File: src/rtl/riscv_pkg.sv
// Shared RV32I encode/decode definitions: immediate format select, NOP word,
// packer FSM states and the captured request bundle.
package riscv_pkg;

  typedef enum logic [2:0] {
    ImmI      = 3'd0,
    ImmIShamt = 3'd1,
    ImmS      = 3'd2,
    ImmB      = 3'd3,
    ImmU      = 3'd4,
    ImmJ      = 3'd5,
    ImmR      = 3'd6,
    ImmRsvd   = 3'd7
  } imm_sel_e;

  localparam logic [31:0] NOP = 32'h0000_0013;

  typedef logic [1:0] state_t;
  localparam state_t S_IDLE  = 2'd0;
  localparam state_t S_PACK  = 2'd1;
  localparam state_t S_WRITE = 2'd2;

  typedef struct packed {
    imm_sel_e    sel;
    logic [6:0]  opcode;
    logic [2:0]  funct3;
    logic [6:0]  funct7;
    logic [4:0]  rd;
    logic [4:0]  rs1;
    logic [4:0]  rs2;
    logic [31:0] imm;
  } inst_fields_t;

endpackage

File: src/rtl/inst_pack_comb.sv
// Combinational RV32I field packer and immediate range check.
// Range checking only when INST_PACKER_RANGE_CHECK_EN is defined.
module inst_pack_comb
  import riscv_pkg::*;
(
  input  inst_fields_t fields_i,
  output logic [31:0]  word_o,
  output logic         range_fail_o
);

  logic [31:0] imm;
  logic [6:0]  op;
  assign imm = fields_i.imm;
  assign op  = fields_i.opcode;

  always_comb begin
    word_o = NOP;
    unique case (fields_i.sel)
      ImmI:      word_o = {imm[11:0], fields_i.rs1, fields_i.funct3, fields_i.rd, op};
      ImmIShamt: word_o = {fields_i.funct7, imm[4:0], fields_i.rs1, fields_i.funct3,
                           fields_i.rd, op};
      ImmS:      word_o = {imm[11:5], fields_i.rs2, fields_i.rs1, fields_i.funct3,
                           imm[4:0], op};
      ImmB:      word_o = {imm[12], imm[10:5], fields_i.rs2, fields_i.rs1, fields_i.funct3,
                           imm[4:1], imm[11], op};
      ImmU:      word_o = {imm[31:12], fields_i.rd, op};
      ImmJ:      word_o = {imm[20], imm[10:1], imm[11], imm[19:12], fields_i.rd, op};
      ImmR:      word_o = {fields_i.funct7, fields_i.rs2, fields_i.rs1, fields_i.funct3,
                           fields_i.rd, op};
      ImmRsvd:   word_o = NOP;
      default:   word_o = NOP;
    endcase
  end

`ifdef INST_PACKER_RANGE_CHECK_EN
  // "All equal" means the upper bits are a clean sign extension.
  logic sext_11, sext_12, sext_20;
  assign sext_11 = (&imm[31:11]) | ~(|imm[31:11]);
  assign sext_12 = (&imm[31:12]) | ~(|imm[31:12]);
  assign sext_20 = (&imm[31:20]) | ~(|imm[31:20]);

  always_comb begin
    range_fail_o = 1'b0;
    unique case (fields_i.sel)
      ImmI, ImmS: range_fail_o = ~sext_11;
      ImmIShamt:  range_fail_o = |imm[31:5];
      ImmB:       range_fail_o = ~sext_12 | imm[0];
      ImmU:       range_fail_o = |imm[11:0];
      ImmJ:       range_fail_o = ~sext_20 | imm[0];
      ImmR:       range_fail_o = 1'b0;
      ImmRsvd:    range_fail_o = 1'b1;
      default:    range_fail_o = 1'b1;
    endcase
  end
`else
  assign range_fail_o = 1'b0;
`endif

endmodule

File: src/rtl/inst_packer.sv
// Instruction encoder / IMEM program loader: IDLE -> PACK -> WRITE per word.
// Error reporting depends on INST_PACKER_RANGE_CHECK_EN (else o_err/o_err_addr stay 0).
module inst_packer
  import riscv_pkg::*;
#(
  parameter int unsigned ADDR_W    = 11,
  parameter int unsigned BASE_ADDR = 0
) (
  input  logic              i_clk,
  input  logic              i_rst_n,
  input  logic              i_start,
  input  logic              i_req_valid,
  output logic              o_req_ready,
  input  logic [2:0]        i_imm_sel,
  input  logic [6:0]        i_opcode,
  input  logic [2:0]        i_funct3,
  input  logic [6:0]        i_funct7,
  input  logic [4:0]        i_rd,
  input  logic [4:0]        i_rs1,
  input  logic [4:0]        i_rs2,
  input  logic [31:0]       i_imm,
  output logic              o_wr_en,
  output logic [ADDR_W-1:0] o_wr_addr,
  output logic [31:0]       o_wr_data,
  input  logic              i_wr_ready,
  output logic [ADDR_W:0]   o_count,
  output logic              o_err,
  output logic [ADDR_W-1:0] o_err_addr,
  output logic              o_busy
);

  localparam logic [ADDR_W-1:0] BaseAddr = ADDR_W'(BASE_ADDR);
  localparam logic [ADDR_W:0]   CountMax = {1'b1, {ADDR_W{1'b0}}};

  state_t              state_q, state_d;
  inst_fields_t        fields_q;
  logic [ADDR_W-1:0]   addr_q, addr_d;
  logic [ADDR_W:0]     count_q, count_d;
  logic [31:0]         data_q, data_d;
  logic                err_q, err_d;
  logic [ADDR_W-1:0]   err_addr_q, err_addr_d;
  logic                accept;
  logic [31:0]         pack_word;
  logic                pack_fail;

  inst_pack_comb u_pack (
    .fields_i     (fields_q),
    .word_o       (pack_word),
    .range_fail_o (pack_fail)
  );

  assign o_req_ready = (state_q == S_IDLE) & ~i_start;
  assign accept      = o_req_ready & i_req_valid;

  always_comb begin
    state_d    = state_q;
    addr_d     = addr_q;
    count_d    = count_q;
    data_d     = data_q;
    err_d      = err_q;
    err_addr_d = err_addr_q;
    if (i_start) begin
      // Restart drops any in-flight word; wr_data is left as-is, wr_en deasserts.
      state_d    = S_IDLE;
      addr_d     = BaseAddr;
      count_d    = '0;
      err_d      = 1'b0;
      err_addr_d = '0;
    end else begin
      case (state_q)
        S_IDLE: begin
          if (i_req_valid) state_d = S_PACK;
        end
        S_PACK: begin
          data_d  = pack_word;
          state_d = S_WRITE;
          if (pack_fail) begin
            err_d = 1'b1;
            if (!err_q) err_addr_d = addr_q;
          end
        end
        S_WRITE: begin
          if (i_wr_ready) begin
            addr_d  = addr_q + 1'b1;
            state_d = S_IDLE;
            if (count_q != CountMax) count_d = count_q + 1'b1;
          end
        end
        default: state_d = S_IDLE;
      endcase
    end
  end

  always_ff @(posedge i_clk or negedge i_rst_n) begin
    if (!i_rst_n) begin
      state_q    <= S_IDLE;
      addr_q     <= BaseAddr;
      count_q    <= '0;
      data_q     <= '0;
      err_q      <= 1'b0;
      err_addr_q <= '0;
    end else begin
      state_q    <= state_d;
      addr_q     <= addr_d;
      count_q    <= count_d;
      data_q     <= data_d;
      err_q      <= err_d;
      err_addr_q <= err_addr_d;
    end
  end

  always_ff @(posedge i_clk or negedge i_rst_n) begin
    if (!i_rst_n) begin
      fields_q <= '0;
    end else if (accept) begin
      fields_q <= '{sel:    imm_sel_e'(i_imm_sel),
                    opcode: i_opcode,
                    funct3: i_funct3,
                    funct7: i_funct7,
                    rd:     i_rd,
                    rs1:    i_rs1,
                    rs2:    i_rs2,
                    imm:    i_imm};
    end
  end

  assign o_wr_en    = (state_q == S_WRITE);
  assign o_wr_addr  = addr_q;
  assign o_wr_data  = data_q;
  assign o_count    = count_q;
  assign o_err      = err_q;
  assign o_err_addr = err_addr_q;
  assign o_busy     = (state_q != S_IDLE);

endmodule

File: config.mk
export PLATFORM = sky130hd
export DESIGN_NAME = inst_packer
export DESIGN_NICKNAME = d
export VERILOG_FILES = /design/src/rtl/riscv_pkg.sv /design/src/rtl/inst_pack_comb.sv /design/src/rtl/inst_packer.sv
export SDC_FILE = /design/constraint.sdc
export NUM_CORES = 1
export LEC_CHECK = 0
export ABC_AREA = 1
export ABC_CLOCK_PERIOD_IN_PS = 1310
export BUFFER_PORTS_ARGS = -buffer_cell sky130_fd_sc_hd__buf_2
export CAP_MARGIN = 20
export CORE_MARGIN = 5
export CORE_UTILIZATION = 48
export DETAILED_ROUTE_END_ITERATION = 7
export PLACE_DENSITY = 0.76
export SLEW_MARGIN = 20
export SYNTH_ARGS = -nofsm -noshare
export SYNTH_HDL_FRONTEND = slang
export SYNTH_SLANG_ARGS = --single-unit
export TNS_END_PERCENT = 5
File: constraint.sdc
create_clock -name i_clk -period 1.31 [get_ports i_clk]
set_input_delay 0.1965 -clock i_clk [delete_from_list [all_inputs] [get_ports i_clk]]
set_output_delay 0.1965 -clock i_clk [all_outputs]
set_load 0.01 [all_outputs]
### Word-level counts from Yosys, hierarchy flattened

Index checks and enable logic that the tools add are counted.

* equal/unequal tests: 12
* reduce and logical (&&, ||, !) cells: 10
* add/sub/neg operators: 2
* bitwise logic cells: 3
* multiplexer cells: 12

Operators by type and width (number)
* $pmux 32 s8: 1
* $mux 12: 4
* $mux 11: 3
* $add 12x1->12 const B: 1
* $eq 3x3->1 const B: 4
* $ne 12x12->1 const B: 1
* $add 11x1->11 const B: 1
* $reduce_bool 2->1: 4
* $eq 3x2->1 const B: 2
* $mux 2: 3
* $pmux 2 s3: 1
* $reduce_and 2->1: 3
* $eq 3x1->1 const B: 1
* $logic_not 3->1: 1
* $ne 3x2->1 const B: 1
* $ne 3x3->1 const B: 1
* $reduce_and 3->1: 1
* $and 1x1->1: 2
* $eq 2x1->1 const B: 1
* $eq 2x2->1 const B: 1
* $logic_not 2->1: 1
* $not 1->1: 1

* input port bits: 72
* word-level logic and storage cells: 51
* bits in registers: 124
* output and inout port bits: 70

### Logic depth before layout (Yosys ltp)

Gate-level depths: netlist (run 1).

* depth after elaboration: 5
* mapped depth: 9
* depth with buffers taken out: 9

### By module

A second synthesis (run 1) with hierarchy kept.

* cell total of the unflattened synthesis: 730
* area total of the unflattened synthesis: 6353.6 sq um

By module, submodules not included
* inst_packer: area each 5694.2 sq um, cells an instance 602, times used 1, sequential area each 3403.3 sq um
* inst_pack_comb: area each 659.4 sq um, cells an instance 128, times used 1, sequential area each 0.0 sq um

### Worst setup path after synthesis (run 1)

Ideal clock, no wire load.

* kind: register to register
* from: register count_q[0] (netlist: o_count[0])
* to: register count_q[10] (netlist: o_count[10])
* required time: 1.187 ns
* cell stages (with the launch flop): 9
* arrival time: 1.278 ns
* path buffers: 1
* slack: -0.091 ns
* setup time: 0.123 ns
* period minus slack after synthesis: 1.401 ns
* path through: dfrtp_1 > inv_1 > ha_1 > nand2_1 > nor3_1 > nand2_1 > nand2_4 > buf_2 > o21ai_1

* cells in the longest elaborated chain, start to end: 5
* elaborated cells on any way between the ends: 8
* those cells by class: add/sub: 1; eq/ne: 1; mux: 4; reduce/logical: 2

RTL lines
* start, declared: RTL line inst_packer.sv:38 `logic [ADDR_W:0] count_q, count_d;`
* start signal, assigned: RTL line inst_packer.sv:105 `count_q <= count_d;`
* $add 12x1->12: RTL line inst_packer.sv:86 `if (count_q != CountMax) count_d = count_q + 1'b1;`
* $mux 12: RTL line inst_packer.sv:86
* $mux 12: RTL line inst_packer.sv:83 `if (i_wr_ready) begin`
* $mux 12: RTL line inst_packer.sv:70 `case (state_q)`
* $mux 12: RTL line inst_packer.sv:62 `if (i_start) begin`

Several ways; a longest one is shown, not always the timed one. The select of a mux whose other input is x is not followed.
A chain may end at the register's enable or synchronous reset.

### Worst setup path in the final report (run 1)

* from: register count_q[0] (netlist: o_count[0])
* to: register count_q[5] (netlist: o_count[5])

The elaborated chain is that of the path after synthesis.

==> metrics.md, run 1 <==
| Metric | Value |
|---|---|
| Outcome | finished with violations |
| Failing checks | setup timing |
| Bufs on Longest Clock Path | 2 |
| Post-Syn Area | slightly below 0.006 sq mm |
| Worst Path Required | roughly 1600 ps |
| Num rows | 40 |
| Area of the multi-input gates | about 0.0024 sq mm |
| Tcrit/Tclk final | 1.14 |
| Register area | 0.00311 sq mm |
| Sum Neg Setup Slack | -3650 ps |
| Yosys top cell area share | 0.535 |
| CTS buffer count | 17 |
| Clock slew at the register clock pins of the worst setup and hold paths | ~60 ps |
| Top post-synthesis cells by area | dfrtp_1, nand2_1, o21ai_0 |
| Netlist cell types | 40 |
| Root Driver | clkbuf_16 |
| Post-Synthesis Cells | 700 |
| Routed Antenna Nets | 0 |
| Crit end category | flop |
| Worst Path Arrival | roughly 1800 ps |
| Largest net degree at the start of global routing | 82 |
| Post-DR wirelength/cell | around 16 um |
| # nets final | ~1000 |
| # DRC | 0 |
| Clock Skews | about 6.9 ps |
| Final min period | around 1500 ps |
| Initial antenna violation count | 0 |
| CTS tree | done |
| Ports | about 140 |
| Kind of critical path | reg2reg |
| Async set-or-reset flop fraction in the synthesized netlist | 1.00 |
| Via-per-instance ratio | between 5 and 6 |
| Maxcap violations | 0 |
| Most common library cells after synthesis | nand2_1, dfrtp_1, inv_1 |
| Sequential fraction of the synthesis area | 0.535 |
| I/O Buffers | approximately 130 |
| Warnings from Yosys | 0 |
| Fmax | 669 MHz |
| CP Max Fanout | 11 |
| Sinks on the clock net | roughly 120 |
| H-tree Lvls | 4 |
| CP Launch Type | flop |
| RSZ-0062 raised after global routing | true |
| Most frequent cell after synthesis | nand2_1 |
| Hold Violations, Final | 0 |
| Layout cells sized above 1 | 0.278 |
| Max Transition Viols Final | 0 |
| Post-Route WL | 17.4 mm |
| Via count | around 5700 |
| Die width | between 100 and 150 um |
| Core footprint | around 0.012 sq mm |
| # setup viols final | 61 |
| Area Growth Syn to Fin | 45.0% |
| Routability congestion estimate | between 0.8 and 0.9 |
| Post-DP HPWL | 10.4 mm |
| Tot GR Track Use | 0.240 |
| Hold Worst Slack | around 3.7 ps |
| Post-synth top area cell | dfrtp_1 |
| Ys flop type | dfrtp_1 |
| Final setup margin | -184 ps |
| Filler Cell Count | 855 |
| Die area | 0.0144 sq mm |
| Worst VDD drop | 903 uV |
| Initial Util | 0.487 |
| Power per cell area | between 1000 and 1500 mW/mm^2 |
| GR Overflow Total | 0 |
| Post-synth EDFFs | 0 |
| Total Power | around 12000 uW |
| Die height | approximately 120 um |
| Number of global-route vias before repair | between 5000 and 6000 |
| Pre-Repair DR Iteration Count | 5 |
| Clock latency at the later pin of the worst-skew pair | ~420 ps |
| First-pass GRT wire length | 27.5 mm |
| Post-Syn Area per Cell | just over 8 sq um |
| Starting DRC count in detailed routing | just under 500 |
| Leakage | ~0.0043 uW |
| Hold Path Class | in2reg |
| Flops & latches, synth | approximately 120 |
## worst max-delay path, stage by stage, from the launching register on
cell and delay (ps):
dfrtp_2 420, inv_2 80, ha_4 140, nand2_2 60
nor3_2 230, nand2_2 180, nand2_4 180, o21ai_0 100
## cells in the final DEF (no fill, tap or decap), types with 9 or more instances in the layout
master	count
dlygate4sd3_1	58
inv_1	47
o21ai_0	38
buf_4	38
conb_1	12
o22a_1	10
inv_2	9
buf_6	19
a21oi_1	12
nand2_1	261
dfrtp_1	120
clkbuf_16	17
nand4_1	13
nand3_1	29
o21ai_1	15
nor2_1	26
buf_2	120
## flip-flops by register name, indices dropped and copies added, names as in the netlist
register and count:
o_count 12, o_wr_data 32, o_wr_addr 11, fields_q 67, state_q 2
## report_power, final
group          switching (uW)  total (uW)  internal, uW
sequential                433        5000          4560
clock                    1620        4480          2860
combinational            1490        2750          1260
## cells by family after synthesis
| group | Yosys count | synth area share |
|---|---|---|
| compound gates | 112 | 0.117 |
| xor+xnor | 3 | 0.00453 |
| fa+ha+maj | 3 | 0.00647 |
| buf+inv | 97 | 0.0800 |
| flops | 124 | 0.535 |
| other cells | 1 | 0.000647 |
| simple gates | 360 | 0.257 |
## layer usage
layer,wire length (um),GRT usage,up-vias
met3,1050,0.0561,47
met5,0,0,-
met2,8680,0.401,238
met1,7120,0.299,2741
li1,-,-,2721
met4,508,0.102,0
## through the flow
| stage | util | std cells | cell area, sq um | setup WS [ps] |
|---|---|---|---|---|
| finish | 0.706 | 1098 | 8410 | -184 |
| global route | 0.706 | 1097 | 8410 | -279 |
| CTS | 0.688 | 1094 | 8200 | -130 |
| detailed placement | 0.579 | 1001 | 6900 | -54.5 |
| global placement | 0.579 | 1001 | 6900 | -31.8 |
| floorplan | - | 711 | 5850 | -23.2 |
## worst paths after layout
check | depth (start not counted) | endpoint | slack, ps | from
worst max-delay path | 7 | o_count[5] | -180 | o_count[0]
worst min-delay path | 3 | fields_q[55] | 4 | i_funct3[1]
worst max register to register | 7 | o_count[5] | -180 | o_count[0]
worst min register to register | 2 | fields_q[24] | 480 | fields_q[24]
max in group asynchronous | 3 | fields_q[50] | 580 | i_rst_n
min in group asynchronous | 3 | o_count[9] | 310 | i_rst_n
## timing repair
action / CTS / global route
pin swaps: 0 / 12
setup endpoints to repair: 110 / 123
cloned: 2 / 2
gates resized for setup: 19 / 56
hold endpoints to repair: 181 / 0
hold buffers: 58 / 0
setup buffers: 2 / 1
## layout make-up
cell class	count	area share
sequential	124	0.370
multi-input combinational	492	0.290
tap	147	0.0219
antenna	1	0.000298
timing repair buffer	244	0.224
inverter	59	0.0272
clock buffer	22	0.0552
clock inverter	9	0.0113
Note: power is estimated with default switching activity, not from simulation.
==> run 2, diff against run 1 <==
CORE_MARGIN = 10   (was 5)
CORE_UTILIZATION = 40   (was 48)
PLACE_DENSITY = 0.65   (was 0.76)
==> run 2 against run 1 <==
Effect of this change:
- the flow still finishes with violations (setup timing)
- combinational power increased by 4%
- highest routed layer unchanged
- largest power group is now clock
- routed wire length increased by 0.96%
- sequential cell count unchanged
- sequential share of layout area decreased by 1.2 points
- critical endpoint is now o_req_ready
==> metrics.md, run 2 (same netlist as run 1, synthesis figures left out) <==
| Metric | Value |
|---|---|
| Outcome | finished with violations |
| Failing checks | setup timing |
| Core footprint | about 0.014 sq mm |
| Area Growth Syn to Fin | 49.9% |
| Clock Skews | around 7.7 ps |
| Root Driver | clkbuf_16 |
| Die width | 140 um |
| Most frequent cells in the layout | nand2_1, dfrtp_1, buf_2 |
| Worst Path Required | between 1000 and 1500 ps |
| Placed Cells | 1045 |
| # nets final | slightly above 1000 |
| Crit end category | primary output |
| Power per cell area | about 1500 mW/mm^2 |
| Int Pwr | 9170 uW |
| Hold Crit Start | i_imm[12] |
| GR Overflow Total | 0 |
| Sum Neg Setup Slack | -2020 ps |
| Sinks on the clock net | 124 |
| Maxcap violations | 0 |
| Largest net degree at the start of global routing | 65 |
| Clock slew at the register clock pins of the worst setup and hold paths | around 60 ps |
| Worst VDD drop | 1080 uV |
| # setup viols final | 64 |
| Tcrit/Tclk final | 1.11 |
| Clock latency at the later pin of the worst-skew pair | between 400 and 500 ps |
| Initial Util | 0.413 |
| Most common cell after layout, fill and taps aside | nand2_1 |
| Starting DRC count in detailed routing | approximately 330 |
| Initial antenna violation count | 0 |
| Core Util, Final | 0.619 |
| CP Launch Type | flop |
| Routed Antenna Nets | 0 |
| Sw Share | 0.285 |
| Total Power | 12800 uW |
| I/O Buffers | about 130 |
| Number of global-route vias before repair | between 5000 and 6000 |
| Ant diodes | 0 |
| CTS tree | done |
| Final setup margin | -146 ps |
| Via count | 5635 |
| Flop pwr share | 0.388 |
| Worst reg2reg path startpoint | o_count[0] |
| Crit path from | state_q[0] |
| Hold Path Class | in2reg |
| Via-per-instance ratio | 4.93 |
| Post-Route WL | around 18 mm |
| CP Max Fanout | 3 |
| Final min period | around 1500 ps |
| Worst Path Arrival | roughly 1300 ps |
| RSZ-0062 raised after global routing | true |
| Max Transition Viols Final | 0 |
| Pre-Repair DR Iteration Count | 6 |
| Fin cells | between 1000 and 1500 |
| Register area | a little over 0.003 sq mm |
| Tot GR Track Use | 0.175 |
| Leakage | roughly 0.0044 uW |
| Fmax | 687 MHz |
| Clock power frac | 0.390 |
| Comb power frac | 0.222 |
| Psw | 3660 uW |
| Post-DR wirelength/cell | 15.3 um |
| Filler Cell Count | around 1200 |
| Area of the multi-input gates | 0.00250 sq mm |
| Kind of critical path | reg2out |
| Ports | 142 |
| First-pass GRT wire length | between 20 and 30 mm |
| Die area | between 0.015 and 0.02 sq mm |
| Largest register FFs | 67 |
| CTS buffer count | 17 |
| Layout cells sized above 1 | 0.297 |
| Routability congestion estimate | roughly 0.87 |
| Post-DP HPWL | between 10 and 15 mm |
| Bufs on Longest Clock Path | 2 |
| Die height | 140 um |
| H-tree Lvls | 4 |
| # DRC | 0 |
| Hold Violations, Final | 0 |
| Num rows | 43 |
| Top reg by flops | fields_q |
-- run 2: cell type report --
cell class                      count  share of cell area
Multi-Input combinational cell    492               0.288
Clock inverter                     11              0.0191
Clock buffer                       21              0.0530
Sequential cell                   124               0.358
Tap cell                          180              0.0259
Timing Repair Buffer              256               0.230
Inverter                           59              0.0266
-- run 2: per-stage QoR --
stage | hold WS [ps] | setup WS, ps | instance area (sq um)
finish | 8.97 | -146 | 8690
global route | 10.9 | -213 | 8690
CTS | 0.660 | -136 | 8380
detailed placement | 32.7 | -78.7 | 7030
global placement | 31.4 | -26.1 | 7030
floorplan | -99.1 | -23.2 | 5850
-- run 2: power by group through the flow --
stage          registers [uW]  logic (uW)  clock network [uW]
6_report                 4970        2850                5000
5_1_grt                  5060        3170                5240
4_1_cts                  4960        2730                5080
3_5_place_dp             5000        2540                   0
3_3_place_gp             5000        2500                   0
2_1_floorplan            5100        1200                   0
-- run 2: path summary, 6_finish.rpt --
path / cells past startpoint / slack (ps) / end
worst max-delay path: 4 / -150 / o_req_ready
worst min-delay path: 3 / 9 / fields_q[12]
worst max register to register: 9 / -110 / o_count[3]
worst min register to register: 2 / 470 / o_wr_data[4]
max in group asynchronous: 3 / 600 / fields_q[28]
min in group asynchronous: 2 / 140 / fields_q[17]
-- run 2: what timing repair did --
action	in CTS	in global routing
gates resized for setup	32	73
hold buffers	61	0
endpoints found under the hold margin	184	0
pin swaps	0	14
gates cloned	0	2
endpoints found under the setup margin	53	135
setup buffers	1	2
-- run 2: worst max-delay path, cell delays in order (launching register included) --
cell     delay [ps]
dfrtp_1         400
nor2_2          120
inv_2            60
nor2_4          140
buf_6           130
-- run 2: metal layers --
layer | up-vias | global-route usage | routed length [um]
met2 | 181 | 0.276 | 8240
met4 | 0 | 0.0462 | 174
met1 | 2692 | 0.221 | 7720
li1 | 2744 | - | -
met3 | 18 | 0.0632 | 1390
met5 | - | 0 | 0
